## src/rtl/pc_accumulator_core.sv

```systemverilog
// pc_accumulator_core: sequencing core of a 1-bit NAND microprocessor.
// Holds the program counter with its jump/return load path, the 1-bit
// NAND accumulator and the load-next "mode" flag, and decodes the two
// opcode bits of the current instruction into stack/data-memory strobes.
module pc_accumulator_core #(
    parameter int unsigned PC_WIDTH = 16
) (
    input  logic                clk,
    input  logic                reset,
    input  logic                preset,
    input  logic [1:0]          op,
    input  logic [PC_WIDTH-1:0] jump_addr,
    input  logic [PC_WIDTH-1:0] ret_addr,
    input  logic                d,
    output logic [PC_WIDTH-1:0] pc,
    output logic                acc,
    output logic                mode,
    output logic                acc_next,
    output logic                push,
    output logic                pop,
    output logic                store
);

    logic [PC_WIDTH-1:0] pc_q;
    logic [PC_WIDTH-1:0] pc_d;
    logic                acc_q;
    logic                acc_d;
    logic                mode_q;
    logic                mode_set;

    // Opcode decode: op[1] = store/return, op[0] = branch.
    always_comb begin
        push  = op[0] & ~op[1];
        pop   = op[0] &  op[1];
        store = op[1];
    end

    // Next program counter: a branch loads jump or return target, else count up.
    always_comb begin
        pc_d = pc_q + PC_WIDTH'(1);
        if (op[0]) begin
            pc_d = op[1] ? ret_addr : jump_addr;
        end
    end

    // Next accumulator: a plain load while mode is set, otherwise NAND with d.
    always_comb begin
        acc_d = mode_q ? d : ~(d & acc_q);
    end

    // Any of these holds mode high asynchronously so the next accumulate is a load.
    assign mode_set = reset | preset | op[1] | op[0];

    // Program counter and accumulator, cleared asynchronously by reset.
    always_ff @(posedge clk or posedge reset) begin
        if (reset) begin
            pc_q  <= '0;
            acc_q <= 1'b0;
        end else begin
            pc_q  <= pc_d;
            acc_q <= acc_d;
        end
    end

    // Mode flag: level-set while mode_set is high, cleared on the next clock after.
    always_ff @(posedge clk or posedge mode_set) begin
        if (mode_set) begin
            mode_q <= 1'b1;
        end else begin
            mode_q <= 1'b0;
        end
    end

    assign pc       = pc_q;
    assign acc      = acc_q;
    assign mode     = mode_q;
    assign acc_next = acc_d;

endmodule

```

## config.mk

```make
export PLATFORM = sky130hd
export DESIGN_NAME = pc_accumulator_core
export DESIGN_NICKNAME = d
export VERILOG_FILES = /design/src/rtl/pc_accumulator_core.sv
export SDC_FILE = /design/constraint.sdc
export NUM_CORES = 1
export LEC_CHECK = 0
export BUFFER_PORTS_ARGS = -buffer_cell sky130_fd_sc_hd__buf_2
export CAP_MARGIN = 20
export CORE_MARGIN = 1
export CORE_UTILIZATION = 47
export DETAILED_ROUTE_END_ITERATION = 7
export PLACE_DENSITY = 0.83
export SYNTH_ARGS = -nofsm -noshare
export SYNTH_HDL_FRONTEND = slang
export SYNTH_SLANG_ARGS = --single-unit
```

## constraint.sdc

```tcl
create_clock -name clk -period 2.5 [get_ports clk]
set_input_delay 0.125 -clock clk [delete_from_list [all_inputs] [get_ports clk]]
set_output_delay 0.125 -clock clk [all_outputs]
set_load 0.02 [all_outputs]
```

==> results by group, run 1 <==
Outcome
  – Status: completed

STA
  – Worst slew pin tran: 0.639 ns
  – RSZ-0062 raised after global routing: false
  – Crit share post-route: 70.2%
  – Endpoints failing setup: 0
  – Setup Total Neg Slack: 0 ns
  – Final Hold Fails: 0
  – Worst Skew: 0.00496 ns
  – Final min period: 1.76 ns
  – Post-route setup slack: 0.745 ns
  – Fmax: 0.570 GHz
  – Slew Viols, Final: 0
  – Max_slew headroom: 57.4%

Synthesis
  – FFs w/ async S/R, synth: 100%
  – Number of synthesized flops with an enable pin: 0
  – Synth area leader: dfrtp_1
  – Post-Syn Area: 1110 µm²
  – Synth area leaders: dfrtp_1 38%, mux2i_1 22%, xnor2_1 9.4%
  – Register bit total from synthesis: 18
  – Post-synth top area share: 38.2%
  – Count of different cell masters after synthesis: 26
  – YS warnings: 0
  – Ys flop type: dfrtp_1
  – Post-Syn Area per Cell: 10.1 µm²
  – Syn_nets: 149
  – Mapped Cells: 110
  – Sequential element share of the synthesized area: 40.6%

Detailed routing
  – DRT Pass-1 Iters: 6
  – Vias per cell: 5.16
  – # DRC: 0
  – Routed wire length: 2420 µm
  – Average routed wire per standard cell: 12.3 µm
  – Final ANT Viol Nets: 0
  – Drt initial violations: 9
  – DR vias: 1012

Setup path
  – Largest stage delay, worst path: 0.43 ns
  – Critical Path AT: 1.94 ns
  – Crit Path Max Fanout: 6
  – Crit-path slowest cell: dfrtp_1
  – Critical path endpoint category: register
  – Worst endpoint required time: 2.68 ns
  – CP dominant cell by count: o31a_1
  – WP buf/inv: 0
  – Worst setup SP type: register
  – WS Path Type: reg2reg
  – Cell breakdown of the critical path: nand4_1 -> or3_1 -> o31a_1 -> o31a_1
  – Critical path's top delay family: simple AND/OR/NAND/NOR gates

Global route
  – Vias in the first global route: 913
  – Total GRT Usage: 20.3%
  – Grt ovf: 0
  – Largest net degree at the start of global routing: 26
  – First-pass GRT wire length: 3930 µm
  – Antenna violations before repair: 0

CTS
  – Gates resized, CTS repair: 0
  – Clk_lat worst skew: 0.29 ns
  – CTS max path bufs: 2
  – CTS Buf Count: 3
  – Root Buffer: clkbuf_4
  – # clock sinks: 18
  – Max H-tree Level: 1
  – CTS tree: built
  – Post-CTS Setup Repair Bufs: 0
  – CTS clk-pin slew, worst paths: 0.11 ns

Power and ir drop
  – Power density over the cells: 581 nW/µm²
  – VDD IR-drop max: 0.000462 V
  – Static leakage: 0.727 nW

Floorplanning
  – Die X: 50.7 µm
  – Initial Util: 50.3%
  – Core area: 2210 µm²
  – Floorplan row count: 17
  – I/O pin count: 60
  – Die ar.: 2570 µm²
  – Die Ht: 50.7 µm

Placement
  – Buffers on Ports: 59
  – Placed cells: 191
  – DP Worst Slack: 0.766 ns
  – Final GP Congestion: 0.791
  – HPWL after DPL: 1870 µm

Final layout
  – Antenna diodes: 0
  – Area growth syn-to-layout: 31.3%
  – Nets: 208
  – Final Non-Filler Cells: 196
  – Layout cells sized above 1: 39.9%

Job
  – Max-cap violation count: 0

Worst hold path
  – Hold/Removal Path Class: in2async
## registers in the layout, summed over array words and instances, names as in the netlist
| signal | count |
|---|---|
| acc | 1 |
| mode | 1 |
| pc | 16 |
## Yosys cell counts (2+ instances only)
cell      number
nor4_1         6
clkbuf_1       2
o31a_1         2
xnor2_1       12
nand4_1        2
nor2_1         7
nand3_1        4
a21oi_1        4
inv_1          4
dfrtp_1       17
mux2_2         2
mux2i_1       25
nand2_1        7
nor3_1         3
buf_1          2
## area by class of cell
type                            count  area (µm²)
Inverter                            4        15.0
Multi-Input combinational cell     82         619
Timing Repair Buffer               60         305
Fill cell                         188         749
Sequential cell                    18         452
Tap cell                           28        35.0
Clock buffer                        4        36.3
## power by group
| group | internal [mW] | switching, mW | total [mW] | leakage [nW] |
|---|---|---|---|---|
| Clock | 0.0886 | 0.0902 | 0.179 | 0.0210 |
| Combinational | 0.124 | 0.161 | 0.285 | 0.500 |
| Sequential | 0.333 | 0.0523 | 0.385 | 0.206 |
## placed cells by master (no fill, tap or decap), drive strengths merged
cell type / n
a21oi: 4
mux2i: 25
and2: 1
nor2b: 1
nand3: 5
nor4: 6
xnor2: 12
inv: 4
buf: 59
or3: 1
nor3: 3
nor2: 7
dfrtp: 17
xor2: 1
nand4: 2
o21ai: 1
dlygate4sd3: 1
dfstp: 1
o31a: 2
clkbuf: 4
ha: 1
mux2: 2
nand2: 7
conb: 1
## worst paths after layout
kind | from | endpoint | slack (ns) | cells after the start
setup / recovery | pc[2]$_DFF_PP0_ | pc[15]$_DFF_PP0_ | 0.74 | 4
hold / removal | preset | mode$_DFF_PP1_ | 0.04 | 2
setup reg to reg | pc[2]$_DFF_PP0_ | pc[15]$_DFF_PP0_ | 0.74 | 4
hold reg to reg | pc[0]$_DFF_PP0_ | pc[0]$_DFF_PP0_ | 0.54 | 1
max in group asynchronous | reset | pc[14]$_DFF_PP0_ | 1.61 | 3
min in group clk | d | acc$_DFF_PP0_ | 0.10 | 2
## per-stage QoR
step	hold slack [ns]	cell area, µm²	utilization, %	power [mW]
final	0.0434	1460	66.1	0.849
after CTS	0.0281	1460	66.1	0.862
after global routing	0.0374	1460	66.1	0.904
after global placement	0.246	1420	64.0	0.669
after floorplan	0.0511	1110	-	0.576
after detailed placement	0.264	1420	64.0	0.676
## per-layer routing
metal	up-vias	GRT usage, %	share of wire, %
met4	0	6.94	0.41
met2	39	36.2	50
li1	505	-	-
met3	2	3.33	5.6
met5	-	0	0
met1	466	24.6	44
## cells by family (layout without fill, tap and decap cells)
| logic type | after synthesis | after routing | synth area share [%] |
|---|---|---|---|
| buffers and inverters | 10 | 68 | 3.82 |
| and+or+nand+nor | 33 | 33 | 15.6 |
| other | 1 | 1 | 0.337 |
| muxes | 27 | 27 | 24.5 |
| xor gates and xnor gates | 13 | 13 | 10.2 |
| adders and majority gates | 1 | 1 | 1.12 |
| DFF | 18 | 18 | 40.6 |
| AOI/OAI and AO/OA | 7 | 7 | 3.82 |
## repair_timing
action | in CTS | in global routing
hold endpoints to repair | 18 | 0
hold buffers | 1 | 0
endpoints found under the setup margin | 0 | 0
Note: power is estimated with default switching activity, not from simulation.
==> inputs of run 2 (changes only) <==
- ABC_AREA: default -> 1
- CORE_UTILIZATION: 47 -> 40
- PLACE_DENSITY: 0.83 -> 0.75
- clock period: 2.5 -> 1.6 ns (I/O delays scaled with it)
==> run 2 against run 1 <==
Net effect:
- the run now ends with negative hold slack left
- sequential cell count is the same
- cell count grew 32%
- fmax grew 14%
- synthesized cell count grew 40%
- global-route usage grew 0.74 points
- combinational power grew 45%
==> results by group, run 2 <==
Detailed routing
  – Met3 Wirelength: 164 µm
  – Routed wire length: 3090 µm
  – Drt initial violations: 34
  – # DRC: 0
  – DR vias: 1287
  – Vias per cell: 4.99
  – DRT Pass-1 Iters: 4
  – Met1 WL: 1370 µm
  – Final ANT Viol Nets: 0
  – Met2 WL: 1490 µm
  – Average routed wire per standard cell: 12.0 µm
  – Top Layer Used: met4

STA
  – Post-route setup slack: 0.0604 ns
  – Hold slack: -0.00853 ns
  – Slew Viols, Final: 0
  – Final Hold Fails: 1
  – Worst slew pin tran: 0.668 ns
  – Endpoints failing setup: 0
  – RSZ-0062 raised after global routing: false
  – Fmax: 0.650 GHz
  – Crit share post-route: 96.2%
  – Worst Skew: 0.00453 ns
  – Setup Total Neg Slack: 0 ns
  – Max_slew headroom: 55.4%
  – Final min period: 1.54 ns

Floorplanning
  – Core area: 2780 µm²
  – Initial Util: 42.4%
  – I/O pin count: 60
  – Floorplan row count: 19
  – Die Ht: 56.3 µm
  – Die ar.: 3170 µm²
  – Die X: 56.3 µm

Power and ir drop
  – Static leakage: 0.861 nW
  – Power density over the cells: 743 nW/µm²
  – VDD IR-drop max: 0.000547 V

Synthesis
  – Synth Area in Simple Gates: 32.5%
  – Post-Synth Adder-Cell Area: 1.06%
  – Synth area leader: dfrtp_1
  – Count of different cell masters after synthesis: 29
  – Post-Syn Area: 1180 µm²
  – Post-Syn Area per Cell: 7.65 µm²
  – Most common cell in the netlist: nand2_1
  – YS warnings: 0
  – Post-synthesis compound-gate area fraction: 18.4%
  – Synth top cells by count: 37 x nand2_1, 17 x dfrtp_1, 14 x a22oi_1, 13 x inv_1, 13 x nand3_1
  – Ys flop type: dfrtp_1
  – Post-synthesis xor/xnor area fraction: 0.743%
  – Register bit total from synthesis: 18
  – Largest family of logic cells by synthesized area: simple AND/OR/NAND/NOR gates
  – Number of synthesized flops with an enable pin: 0
  – Sequential element share of the synthesized area: 38.3%
  – Mapped Cells: 154
  – Post-synth top area share: 36.1%
  – Post-synthesis mux area share: 0%
  – FFs w/ async S/R, synth: 100%
  – Synth area leaders: dfrtp_1 36%, nand2_1 12%, a22oi_1 8.9%
  – Syn_nets: 193

Final layout
  – Filler cells: 257
  – Final instance area: 1650 µm²
  – Area growth syn-to-layout: 40.1%
  – Commonest non-fill, non-tap cells in the layout: 59 x buf_2, 37 x nand2_1, 16 x dfrtp_1, 15 x dlygate4sd3_1, 14 x a22oi_1
  – Nets: 267
  – FF+latch area: 453 µm²
  – Most common cell after layout, fill and taps aside: buf_2
  – Antenna diodes: 0
  – Footprint of the multi-input gates: 624 µm²
  – Layout cells sized above 1: 36.6%
  – Largest register FFs: 16
  – Final Non-Filler Cells: 258

CTS
  – Max H-tree Level: 1
  – Root Buffer: clkbuf_4
  – Clk_lat worst skew: 0.30 ns
  – CTS clk-pin slew, worst paths: 0.10 ns
  – CTS tree: built
  – # clock sinks: 18
  – CTS Buf Count: 3
  – CTS max path bufs: 2

Placement
  – Final GP Congestion: 0.874
  – DP Worst Slack: 0.288 ns
  – Buffers on Ports: 59
  – HPWL after DPL: 2200 µm
  – Placed cells: 239
  – DP Area: 1470 µm²

Setup path
  – Worst R2R Start: pc[0]$_DFF_PP0_
  – Worst setup SP type: register
  – R2r setup slk: 0.06 ns
  – Crit Path Max Fanout: 5
  – Crit-path slowest cell: dlygate4sd3_1
  – Cell breakdown of the critical path: ha_1 -> nand2_1 -> nand3_1 -> dlygate4sd3_1
  – Critical Path AT: 1.73 ns
  – Largest stage delay, worst path: 0.55 ns
  – Critical path's top delay family: buffers and inverters
  – Worst R2R Path Depth: 4
  – WP buf/inv: 1
  – Reg-to-Reg End: pc[1]$_DFF_PP0_
  – Worst endpoint required time: 1.79 ns
  – Critical path endpoint category: register
  – WS Path Type: reg2reg

Outcome
  – Failing checks: negative hold slack
  – Status: complete, but fails checks

Global route
  – Largest net degree at the start of global routing: 18
  – Antenna violations before repair: 0
  – Total GRT Usage: 21.1%
  – Grt ovf: 0
  – First-pass GRT wire length: 5180 µm
  – Vias in the first global route: 1229

Worst hold path
  – Hold/Removal Path Class: in2async

Job
  – Max-cap violation count: 0
[run 2: logic make-up after synthesis]
family                     after synthesis
other                                    1
DFF                                     18
xor gates and xnor gates                 1
AOI/OAI and AO/OA                       33
adders and majority gates                1
and+or+nand+nor                         78
buffers and inverters                   22
[run 2: layer usage]
| metal | up-vias | track usage (%) |
|---|---|---|
| met5 | - | 0 |
| met4 | 0 | 8.71 |
| met3 | 7 | 3.23 |
| met2 | 50 | 33.8 |
| met1 | 569 | 28.4 |
| li1 | 661 | - |
[run 2: through the flow]
step                util [%]  total power, mW  hold WS [ns]
detailed placement      53.0            0.960         0.219
global route            59.4             1.30      0.000800
global placement        53.0            0.958         0.215
CTS                     59.3             1.24       0.00172
finish                  59.4             1.23      -0.00853
floorplan                  -            0.820       0.00607
[run 2: worst max-delay path by stage]
stage / start / end / cells after the start
floorplan: pc[0]$_DFF_PP0_ / pc[12]$_DFF_PP0_ / 8
global placement: pc[0]$_DFF_PP0_ / pc[12]$_DFF_PP0_ / 8
detailed placement: pc[0]$_DFF_PP0_ / pc[12]$_DFF_PP0_ / 8
CTS: pc[0]$_DFF_PP0_ / pc[1]$_DFF_PP0_ / 4
global route: pc[0]$_DFF_PP0_ / pc[1]$_DFF_PP0_ / 4
finish: pc[0]$_DFF_PP0_ / pc[1]$_DFF_PP0_ / 4
[run 2: worst register-to-register path: cells and delay by family (launching register included)]
kind | cells | cell delay [ns]
fa+ha+maj | 1 | 0.29
simple gates | 2 | 0.14
flops | 1 | 0.45
buf+inv | 1 | 0.55
[run 2: layout make-up]
cell class | instances | share of cell area (%)
multi-input combinational | 114 | 37.8
sequential | 18 | 27.4
timing repair buffer | 74 | 27.0
inverter | 17 | 3.86
tap | 31 | 2.35
clock buffer | 4 | 1.59
[run 2: what timing repair did]
item | in CTS | in global routing
endpoints found under the setup margin | 0 | 1
hold buffers | 15 | 0
gates resized for setup | 0 | 1
buffers inserted | 0 | 0
endpoints found under the hold margin | 30 | 0
[run 2: power by group]
| part | leakage (nW) | internal [mW] | switching, mW |
|---|---|---|---|
| Clock | 0.0150 | 0.0972 | 0.143 |
| Sequential | 0.216 | 0.509 | 0.0660 |
| Combinational | 0.630 | 0.172 | 0.240 |
| Total | 0.861 | 0.778 | 0.449 |
